<file path="config.mk">
export PLATFORM = sky130hd
export DESIGN_NAME = div_sched
export DESIGN_NICKNAME = d
export VERILOG_FILES = /design/src/rtl/div_pkg.sv /design/src/rtl/div_fast.sv /design/src/rtl/rr_arbiter.sv /design/src/rtl/div_sched.sv
export SDC_FILE = /design/constraint.sdc
export NUM_CORES = 1
export LEC_CHECK = 0
export BUFFER_PORTS_ARGS = -buffer_cell sky130_fd_sc_hd__buf_2
export CORE_MARGIN = 2
export CORE_UTILIZATION = 39
export CTS_CLUSTER_SIZE = 12
export DETAILED_ROUTE_END_ITERATION = 12
export SLEW_MARGIN = 20
export SYNTH_ARGS = -nofsm -noshare
export SYNTH_HDL_FRONTEND = slang
export SYNTH_SLANG_ARGS = --single-unit
</file>
<file path="constraint.sdc">
create_clock -name I_CLK -period 120.2 [get_ports I_CLK]
set_clock_uncertainty 0.05 [all_clocks]
set_input_delay 18.03 -clock I_CLK [delete_from_list [all_inputs] [get_ports I_CLK]]
set_output_delay 18.03 -clock I_CLK [all_outputs]
set_load 0.02 [all_outputs]
</file>
<file path="src/rtl/div_pkg.sv">
// Shared defaults and types for the division scheduler.
package div_pkg;

    localparam int D_W_DEF      = 16;
    localparam int FRAC_BIT_DEF = 13;
    localparam int N_REQ_DEF    = 4;

    function automatic int idw(input int n);
        return (n <= 2) ? 1 : $clog2(n);
    endfunction

    localparam int IDW_DEF = idw(N_REQ_DEF);

    // Default-width operand stage record; the top mirrors this shape at its own widths.
    typedef struct packed {
        logic                      valid;
        logic [IDW_DEF-1:0]        id;
        logic signed [D_W_DEF-1:0] dividend;
        logic signed [D_W_DEF-1:0] divisor;
    } stage_t;

endpackage

</file>
<file path="src/rtl/div_fast.sv">
// Combinational signed fixed-point divider: magnitude divide, sign restored afterwards.
module div_fast #(
    parameter int D_W      = 16,
    parameter int FRAC_BIT = 13
) (
    input  logic signed [D_W-1:0] dividend,
    input  logic signed [D_W-1:0] divisor,
    output logic signed [D_W-1:0] quotient
);

    logic                      neg;
    logic [D_W-1:0]            a_mag;
    logic [D_W-1:0]            b_mag;
    logic [D_W+FRAC_BIT-1:0]   num;
    logic [D_W+FRAC_BIT-1:0]   den;
    logic [D_W-1:0]            q_mag;

    always_comb begin
        neg   = dividend[D_W-1] ^ divisor[D_W-1];
        a_mag = dividend[D_W-1] ? $unsigned(-dividend) : $unsigned(dividend);
        b_mag = divisor[D_W-1]  ? $unsigned(-divisor)  : $unsigned(divisor);
        num   = {a_mag, {FRAC_BIT{1'b0}}};
        den   = {{FRAC_BIT{1'b0}}, b_mag};
        // A zero divisor yields zero rather than an undefined value.
        q_mag = (b_mag == '0) ? '0 : D_W'(num / den);
        quotient = neg ? $signed(-q_mag) : $signed(q_mag);
    end

endmodule

</file>
<file path="src/rtl/rr_arbiter.sv">
// Round-robin arbiter: one-hot grant searched from the entry after the last winner.
module rr_arbiter
    import div_pkg::*;
#(
    parameter  int N_REQ = 4,
    localparam int IDW   = idw(N_REQ)
) (
    input  logic             clk,
    input  logic             rst_n,
    input  logic [N_REQ-1:0] req,
    input  logic             advance,
    output logic [N_REQ-1:0] grant,
    output logic [IDW-1:0]   idx
);

    logic [IDW-1:0] ptr_q;
    logic [IDW-1:0] ptr_d;
    logic [IDW-1:0] cand_idx;
    logic           found;
    int             cand;

    always_comb begin
        grant    = '0;
        idx      = '0;
        found    = 1'b0;
        cand     = 0;
        cand_idx = '0;
        for (int off = 1; off <= N_REQ; off++) begin
            cand = int'(ptr_q) + off;
            if (cand >= N_REQ) begin
                cand = cand - N_REQ;
            end
            cand_idx = IDW'(cand);
            if (!found && req[cand_idx]) begin
                found           = 1'b1;
                grant[cand_idx] = 1'b1;
                idx             = cand_idx;
            end
        end
    end

    // Pointer moves only on a real transfer so a stalled winner keeps priority.
    always_comb begin
        ptr_d = advance ? idx : ptr_q;
    end

    always_ff @(posedge clk) begin
        if (!rst_n) begin
            ptr_q <= IDW'(N_REQ - 1);
        end else begin
            ptr_q <= ptr_d;
        end
    end

endmodule

</file>
<file path="src/rtl/div_sched.sv">
// Shared two-stage fixed-point divider with round-robin requesters.
// Optional divide-by-zero handling and O_DIV0 port: DIV_SCHED_DIV0_EN.
module div_sched
    import div_pkg::*;
#(
    parameter  int D_W      = D_W_DEF,
    parameter  int FRAC_BIT = FRAC_BIT_DEF,
    parameter  int N_REQ    = N_REQ_DEF,
    localparam int IDW      = idw(N_REQ)
) (
    input  logic                   I_CLK,
    input  logic                   I_RST_N,
    input  logic [N_REQ-1:0]       I_REQ_VALID,
    output logic [N_REQ-1:0]       O_REQ_READY,
    input  logic [N_REQ*D_W-1:0]   I_DIVIDEND,
    input  logic [N_REQ*D_W-1:0]   I_DIVISOR,
    output logic                   O_VALID,
    input  logic                   I_READY,
    output logic [D_W-1:0]         O_QUOTIENT,
`ifdef DIV_SCHED_DIV0_EN
    output logic                   O_DIV0,
`endif
    output logic [IDW-1:0]         O_ID
);

    typedef struct packed {
        logic                  valid;
        logic [IDW-1:0]        id;
        logic signed [D_W-1:0] dividend;
        logic signed [D_W-1:0] divisor;
    } s1_t;

    s1_t                   s1_q, s1_d;
    logic                  s2_valid_q, s2_valid_d;
    logic [D_W-1:0]        s2_quot_q, s2_quot_d;
    logic [IDW-1:0]        s2_id_q, s2_id_d;

    logic                  s2_adv;
    logic                  accept_en;
    logic                  transfer;
    logic [N_REQ-1:0]      grant;
    logic [IDW-1:0]        sel_idx;
    logic signed [D_W-1:0] div_out;
    logic [D_W-1:0]        quot_fix;
    logic signed [D_W-1:0] dd_arr [N_REQ];
    logic signed [D_W-1:0] dv_arr [N_REQ];

    for (genvar g = 0; g < N_REQ; g++) begin : g_slice
        assign dd_arr[g] = I_DIVIDEND[g*D_W +: D_W];
        assign dv_arr[g] = I_DIVISOR[g*D_W +: D_W];
    end

    rr_arbiter #(.N_REQ(N_REQ)) u_arb (
        .clk     (I_CLK),
        .rst_n   (I_RST_N),
        .req     (I_REQ_VALID),
        .advance (transfer),
        .grant   (grant),
        .idx     (sel_idx)
    );

    div_fast #(.D_W(D_W), .FRAC_BIT(FRAC_BIT)) u_div (
        .dividend (s1_q.dividend),
        .divisor  (s1_q.divisor),
        .quotient (div_out)
    );

    // Ready is gated by reset so nothing is accepted while held in reset.
    always_comb begin
        s2_adv      = !s2_valid_q || I_READY;
        accept_en   = I_RST_N && (!s1_q.valid || s2_adv);
        O_REQ_READY = accept_en ? grant : '0;
        transfer    = |O_REQ_READY;
    end

`ifdef DIV_SCHED_DIV0_EN
    logic div0_q, div0_d, div0_now;

    always_comb begin
        div0_now = (s1_q.divisor == '0);
        quot_fix = div_out;
        if (div0_now) begin
            if (s1_q.dividend == '0) begin
                quot_fix = '0;
            end else if (s1_q.dividend[D_W-1]) begin
                quot_fix = {1'b1, {(D_W-1){1'b0}}};
            end else begin
                quot_fix = {1'b0, {(D_W-1){1'b1}}};
            end
        end
        div0_d = div0_q;
        if (s2_adv && s1_q.valid) begin
            div0_d = div0_now;
        end
    end

    always_ff @(posedge I_CLK) begin
        if (!I_RST_N) begin
            div0_q <= 1'b0;
        end else begin
            div0_q <= div0_d;
        end
    end

    assign O_DIV0 = div0_q;
`else
    always_comb begin
        quot_fix = div_out;
    end
`endif

    always_comb begin
        s1_d = s1_q;
        if (accept_en) begin
            s1_d.valid = transfer;
            if (transfer) begin
                s1_d.id       = sel_idx;
                s1_d.dividend = dd_arr[sel_idx];
                s1_d.divisor  = dv_arr[sel_idx];
            end
        end

        s2_valid_d = s2_valid_q;
        s2_quot_d  = s2_quot_q;
        s2_id_d    = s2_id_q;
        if (s2_adv) begin
            s2_valid_d = s1_q.valid;
            if (s1_q.valid) begin
                s2_quot_d = quot_fix;
                s2_id_d   = s1_q.id;
            end
        end
    end

    always_ff @(posedge I_CLK) begin
        if (!I_RST_N) begin
            s1_q       <= '0;
            s2_valid_q <= 1'b0;
            s2_quot_q  <= '0;
            s2_id_q    <= '0;
        end else begin
            s1_q       <= s1_d;
            s2_valid_q <= s2_valid_d;
            s2_quot_q  <= s2_quot_d;
            s2_id_q    <= s2_id_d;
        end
    end

    assign O_VALID    = s2_valid_q;
    assign O_QUOTIENT = s2_quot_q;
    assign O_ID       = s2_id_q;

endmodule

</file>
=== Word level (Yosys, flattened, before mapping) ===
Index checks and enable logic that the tools add are counted.

* $add $sub $neg: 11
* Div/mod/pow operators: 1
* Bitwise gates (word level): 5
* $lt $le $gt $ge: 13
* Reductions and logical operators: 19
* Multiplexer cells: 42

{| class="wikitable"
|+ Operator list
! cell !! number
|-
| $mux 16 || 8
|-
| $bmux 16 s2 || 2
|-
| $neg 16->16 || 3
|-
| $div 29x16->29 || 1
|-
| $mux 4 || 5
|-
| $logic_not 16->1 || 1
|-
| $mux 2 || 8
|-
| $ge 3x3->1 const B || 4
|-
| $lt 2x3->1 const B || 4
|-
| $or 4x4->4 || 3
|-
| $mux 1 || 11
|-
| $bmux 1 s2 || 4
|-
| $demux 1 s2 || 4
|-
| $ge 2x1->1 const B || 4
|-
| $logic_and 1x1->1 || 8
|-
| $sub 2x1->2 const B || 4
|-
| $add 2x2->3 const B || 2
|-
| $logic_not 1->1 || 5
|-
| $add 2x3->4 const B || 1
|-
| $ge 4x3->1 const B || 1
|-
| $reduce_and 2->1 || 2
|-
| $reduce_or 4->1 || 1
|-
| $add 2x1->3 const B || 1
|-
| $not 2->3 || 1
|-
| other kinds (2) || 3
|}

* Word-level logic and storage cells: 99
* Register bits after elaboration: 56

=== Logic depth before layout (Yosys ltp) ===
Gate-level depths: netlist of run 1.

* Depth after elaboration: 19
* Gate-level depth with buffers: 445

=== Modules after synthesis ===
A second synthesis of run 1 with hierarchy kept.

* Cells, all modules: 3729
* Area, all modules: 26499.2 um^2

{| class="wikitable"
|+ By module, submodules not included
! module !! cells an instance !! area an instance (um^2) !! seq. area each (um^2) !! times used
|-
| div_fast || 3362 || 22915.7 || 0.0 || 1
|-
| div_sched || 296 || 2985.4 || 1081.0 || 1
|-
| rr_arbiter || 71 || 598.1 || 40.0 || 1
|}

=== Worst setup path before layout of run 1 ===
No wires, ideal clock.

* Path kind: register -> register
* From: reg s1_q[0] (netlist bit)
* To: reg s2_quot_q[12] (netlist: O_QUOTIENT[12])
* Stages on the path, launching flop included: 423
* Data arrival time: 83.381 ns
* Slack: 36.679 ns
* Clock period less this slack: 83.521 ns
* Buffers on the path: 47
* Cells stage by stage: dfxtp_1 clkbuf_1 inv_1 clkbuf_1 buf_1 ha_1 mux2i_1 and2_1 o2111ai_1 nor3_1 nand4_1 a2bb2oi_2 a21boi_0 ha_1 o21a_1 nor2_1 nor2_1 a41oi_1 [... 387 more ...] nand2b_1 a21oi_1 o21ai_0 a21o_1 a21o_1 a211oi_1 o211ai_1 a31oi_2 o211ai_1 nor4_1 or2_1 ha_1 inv_1 o31ai_2 o31ai_1 nor3_1 a21oi_1 a311oi_1

* Cells in the longest elaborated chain, start to end: 6
* Elaborated cells on any way between the ends: 7

{| class="wikitable"
|+ RTL lines
! element !! line !! text
|-
| start: declaration || div_sched.sv:33 || <nowiki>s1_t s1_q, s1_d;</nowiki>
|-
| start signal: assignment || div_sched.sv:137 || <nowiki>s1_q <= '0;</nowiki>
|-
| start signal: assignment || div_sched.sv:142 || <nowiki>s1_q <= s1_d;</nowiki>
|-
| $neg 16->16 || div_fast.sv:21 || <nowiki>b_mag = divisor[D_W-1] ? $unsigned(-divisor) : $unsigned(divisor);</nowiki>
|-
| $mux 16 (*) || div_fast.sv:21 ||
|-
| $div 29x16->29 / $logic_not 16->1 (equally long branches) || div_fast.sv:25 || <nowiki>q_mag = (b_mag == '0) ? '0 : D_W'(num / den);</nowiki>
|-
| $mux 16 (*) || div_fast.sv:25 ||
|-
| $neg 16->16 || div_fast.sv:26 || <nowiki>quotient = neg ? $signed(-q_mag) : $signed(q_mag);</nowiki>
|-
| $mux 16 (*) || div_fast.sv:26 ||
|-
| end signal: assignment || div_sched.sv:144 || <nowiki>s2_quot_q <= s2_quot_d;</nowiki>
|-
| end: declaration || div_sched.sv:35 || <nowiki>logic [D_W-1:0] s2_quot_q, s2_quot_d;</nowiki>
|}

Mark *: on every way between the ends. The rest lies on a longest branch, timed or not.
A chain may end at the register's enable or synchronous reset.

=== Worst setup path after layout of run 1 ===
Same ends and word-level chain as after synthesis.

==> results.yml, run 1 <==
run_status:
  status: "completed"
drt:
  route.met2.wl_um: 37100
  route.layer.met1.wl_um: 40000
  dr.pass1.iters: 5
  route.detailed.drc: 0
  vias: 27739
  routed_via_density: 6.04
  dr.max_layer_used: "met5"
  routed_wl_um: 86700
  initialDrtViolationCount: 2182
  postRouteAntennaNets: 0
  drt-wirelength-per-cell_um: 18.9
  wl_met3_um: 6540
timing:
  period_needed_ns: 87.75
  rsz0062_at_grt: "no"
  slew_viol_final: 0
  fin_crit_sh: 0.730
  worstMarginPinSlew_ns: 1.13
  finalHoldViolCount: 0
  maxSlewHeadroom: 0.241
  fmax_ghz: 0.0114
  finalSetupTns_ns: 0
  setup_viol: 0
worst_setup_path:
  cp-start-kind: "register"
  required_ns: 120.40
  cp-end-kind: "register"
  slowest_delay_ns: 0.88
  cp_common_cell: "o21ai_0"
  crit_slowest_cell: "nor2_1"
  worstPathArrival_ns: 87.95
  worstSetupPathType: "reg -> reg"
  r2r_cells: 397
  crit_path_max_fanout: 40
  reg2reg_from: "s1_q[0]$_SDFFE_PN0P_"
  rr_endpoint: "O_QUOTIENT[12]$_SDFFE_PN0P_"
  ff2ff_setup_slack_ns: 32.45
min_path:
  hold_class: "reg -> reg"
  hold_start: "s1_q[33]$_SDFFE_PN0P_"
  hold-path-cell-count: 2
  min_to: "O_ID[1]$_SDFFE_PN0P_"
clock_tree:
  hold_buffers: 0
  ctsResizeCount: 0
  clk_latency_ns: 0.32
  clock_path_buffers: 2
  h-tree-depth: 2
  post-cts-setup-buffer-count: 0
  root_buffer: "clkbuf_16"
  clk_pin_slew_ns: 0.11
  cts_made_buffers: 5
  cts_tree: "done"
  clock_sinks: 56
finish:
  final_cells: 4593
  diodes: 0
  syn_to_final_growth_pct: 7.72
  design_area_um2: 27500
  nets: 4216
  drive_gt1_frac: 0.120
placement:
  dpl_cell_area_um2: 27300
  dp.cells: 4585
  hpwl_um: 67800
  gp_congestion: 0.973
  numPortBuffers: 157
grt:
  grtUsageTotal: 0.247
  antenna_found_initial: 4
  overflow: 0
  grt_max_degree: 72
  grt_pass1_vias: 25381
  grt_pass1_wl_um: 136000
logic_synthesis:
  yosysSeqAreaShare: 0.0439
  synthCells: 3663
  syn_avg_cell_area_um2: 6.97
  syn-num-nets: 4142
  synth_edf_count: 0
  syn_area_um2: 25500
  synthFlopType: "dfxtp_1"
  async_flop_share: 0
  ys_ff_latch: 56
  synth_cell_types: 128
  yosys_warnings: 0
job:
  cap_violations: 0
floorplan:
  pin_count: 158
  die_area_um2: 67500
  die_w_um: 260
  die_y_um: 260
  initial_utilization: 0.395
  row_count: 93
  core_um2: 64600
placed cells by master, fill, tap and decap left out, types with 34 or more instances in the layout:
master,netlist,final
a211oi_1,55,55
a21o_1,118,118
a21oi_1,285,283
a311oi_1,34,34
a31oi_1,42,42
and2_1,98,98
buf_2,12,157
buf_4,3,48
dfxtp_1,56,56
ha_1,343,343
inv_1,120,119
mux2_2,88,88
nand2_1,374,374
nand2b_1,111,111
nand3_1,89,89
nand4_1,47,47
nor2_1,322,317
nor2b_1,45,45
nor3_1,98,97
o211ai_1,49,49
o21a_1,72,71
o21ai_0,246,244
o31ai_1,86,86
or3_1,35,35
xnor2_1,147,145
xor2_1,78,72
how the worst max path moves through the flow:
stage / slack (ns) / endpoint / start / depth (start not counted)
after CTS: 33.30 / O_QUOTIENT[12]$_SDFFE_PN0P_ / s1_q[0]$_SDFFE_PN0P_ / 395
after detailed placement: 33.60 / O_QUOTIENT[12]$_SDFFE_PN0P_ / s1_q[0]$_SDFFE_PN0P_ / 395
after global routing: 23.70 / O_QUOTIENT[12]$_SDFFE_PN0P_ / s1_q[0]$_SDFFE_PN0P_ / 395
after global placement: 35.10 / O_QUOTIENT[12]$_SDFFE_PN0P_ / s1_q[2]$_SDFFE_PN0P_ / 394
final: 32.45 / O_QUOTIENT[12]$_SDFFE_PN0P_ / s1_q[0]$_SDFFE_PN0P_ / 397
after floorplan: 36.68 / O_QUOTIENT[12]$_SDFFE_PN0P_ / s1_q[0]$_SDFFE_PN0P_ / 422
metrics by stage:
stage | hold WS, ns | util | setup WS, ns
6_report | 0.410 | 0.426 | 32.45
5_1_grt | 0.436 | 0.426 | 23.70
4_1_cts | 0.412 | 0.426 | 33.30
3_5_place_dp | 0.401 | 0.423 | 33.60
3_3_place_gp | 0.393 | 0.423 | 35.10
2_1_floorplan | 0.382 | - | 36.68
state kept, by name (all words and copies together), names as in the netlist:
name	flops
O_ID	2
O_QUOTIENT	16
O_VALID	1
s1_q	35
u_arb.ptr_q	2
synthesized netlist by cell type (55+ instances only):
cell type | instances | area [um2]
nor3_1 | 98 | 490
ha_1 | 343 | 4290
nor2_1 | 322 | 1210
a21o_1 | 118 | 886
o21a_1 | 72 | 541
o31ai_1 | 86 | 646
nand2_1 | 374 | 1400
mux2_2 | 88 | 991
clkbuf_1 | 96 | 360
xor2_1 | 78 | 683
a211oi_1 | 55 | 413
and2_1 | 98 | 613
nand2b_1 | 111 | 694
o21ai_0 | 246 | 1230
a21oi_1 | 285 | 1430
dfxtp_1 | 56 | 1120
inv_1 | 120 | 450
nand3_1 | 89 | 445
xnor2_1 | 147 | 1290
layer usage:
layer,up-vias,track usage
met3,159,0.0404
li1,13912,-
met2,976,0.395
met1,12690,0.335
met4,2,0.0832
met5,-,0
kinds of logic after synthesis:
kind of cell,Yosys count,share of synthesized area
xor+xnor,227,0.0785
compound gates,1253,0.335
mux,125,0.0556
fa+ha+maj,344,0.169
simple gates,1398,0.277
buf+inv,260,0.0413
flops,56,0.0439
cell type report:
type | instances | area, um2
Clock buffer | 5 | 125
Clock inverter | 3 | 33.8
Fill cell | 6766 | 37100
Inverter | 122 | 458
Multi-Input combinational cell | 3347 | 23500
Sequential cell | 56 | 1120
Tap cell | 855 | 1070
Timing Repair Buffer | 205 | 1150
critical path, delay by kind of cell (launching register included):
kind	cells	cell delay, ns
AND/OR/NAND/NOR	134	25.02
buffers and inverters	14	3.97
flip-flops	1	0.33
multiplexers	11	4.55
AO/OA/AOI/OAI	208	43.93
adder cells (fa/ha/maj)	30	9.58
Power of run 1 is not shown: default switching activity piles up to over one toggle a cycle in this logic, so the estimate is an artifact.
==> run 2: changes to the inputs <==
Clock period 120.2 ns to 90.6 ns, I/O delays scaled along.
==> results.yml, run 2 (synthesis results as in run 1) <==
worst_setup_path:
  worstSetupPathType: "reg -> reg"
  reg2reg_from: "s1_q[2]$_SDFFE_PN0P_"
  crit_path_max_fanout: 39
  startpoint: "s1_q[2]$_SDFFE_PN0P_"
  cp_common_cell: "o21ai_0"
  worstPathArrival_ns: 83.16
  cp-start-kind: "register"
  slowest_delay_ns: 0.67
  crit_slowest_cell: "or4_4"
  r2r_cells: 396
  required_ns: 90.78
  cp-end-kind: "register"
grt:
  overflow: 0
  grtUsageTotal: 0.249
  grt_pass1_vias: 25392
  grt_max_degree: 72
  antenna_found_initial: 5
  grt_pass1_wl_um: 137000
finish:
  design_area_um2: 27700
  fillers: 6753
  drive_gt1_frac: 0.128
  register_area_um2: 1120
  syn_to_final_growth_pct: 8.48
  mostFrequentLayoutCells: "nand2_1 (371), ha_1 (343), nor2_1 (317)"
  multi_input_area_um2: 23700
  final_common_cell: "nand2_1"
  largest_reg_flops: 35
  nets: 4224
  regMostFlops: "s1_q"
  final_core_util: 0.429
run_status:
  status: "completed"
drt:
  routed_via_density: 6.07
  drt-wirelength-per-cell_um: 19.1
  initialDrtViolationCount: 2258
  dr.pass1.iters: 6
  vias: 27949
  routed_wl_um: 87700
  route.detailed.drc: 0
  postRouteAntennaNets: 0
timing:
  timing.final.ws_setup_ns: 7.62
  setup_viol: 0
  fin_crit_sh: 0.916
  period_needed_ns: 82.98
  worstMarginPinSlew_ns: 1.07
  maxSlewHeadroom: 0.282
  fmax_ghz: 0.0121
  slew_viol_final: 0
  finalSetupTns_ns: 0
  finalHoldViolCount: 0
clock_tree:
  clock_sinks: 56
  root_buffer: "clkbuf_16"
  h-tree-depth: 2
  cts_tree: "done"
  cts_made_buffers: 5
  clock_path_buffers: 2
  clk_pin_slew_ns: 0.09
  clk_latency_ns: 0.32
min_path:
  hold_class: "reg -> reg"
  hold-path-cell-count: 2
  hold_start: "s1_q[32]$_SDFFE_PN0P_"
floorplan:
  die_w_um: 260
  core_um2: 64600
  die_y_um: 260
  initial_utilization: 0.395
  row_count: 93
  die_area_um2: 67500
  pin_count: 158
placement:
  dpl_cell_area_um2: 27300
  hpwl_um: 68400
  gp_congestion: 0.943
  numPortBuffers: 157
  detailedPlace.worstSlack_ns: 5.38
job:
  cap_violations: 0
-- run 2: metal layers --
layer | GRT usage | vias to the layer above | wire, um
li1 | - | 13953 | -
met1 | 0.345 | 12830 | 40300
met2 | 0.397 | 1019 | 37700
met3 | 0.0355 | 147 | 6920
met4 | 0.0755 | 0 | 2740
met5 | 0 | - | 0
-- run 2: stage by stage --
| stage | cells | hold slack [ns] |
|---|---|---|
| after floorplan | 3663 | 0.382 |
| after global placement | 4587 | 0.390 |
| after detailed placement | 4587 | 0.397 |
| after CTS | 4595 | 0.412 |
| after global routing | 4603 | 0.432 |
| final | 4603 | 0.410 |
-- run 2: worst paths after layout --
kind	to	slack, ns
setup / recovery	O_QUOTIENT[12]$_SDFFE_PN0P_	7.62
hold / removal	O_ID[0]$_SDFFE_PN0P_	0.41
setup reg to reg	O_QUOTIENT[12]$_SDFFE_PN0P_	7.62
hold reg to reg	O_ID[0]$_SDFFE_PN0P_	0.41
-- run 2: area by class of cell --
class	instances	share of cell area
diodes	2	0.000181
clock buffers	5	0.00452
clock inverters	3	0.00104
inverters	122	0.0165
multi-input cells	3347	0.855
flip-flops and latches	56	0.0405
well taps	855	0.0386
repair buffers	213	0.0440
-- run 2: repair_timing --
action | CTS | global route
hold buffers | 0 | 0
endpoints found under the hold margin | 0 | 0
gates resized for setup | 0 | 37
setup endpoints to repair | 0 | 16
setup buffers | 0 | 6
-- run 2: critical path: cells and delay by family, from the launching register on --
kind | cells | cell delay (ns)
flops | 1 | 0.42
buf+inv | 15 | 3.86
compound gates | 207 | 41.90
fa+ha+maj | 29 | 9.02
simple gates | 135 | 23.97
mux | 10 | 3.46
Power of run 2 is left out for the same reason.
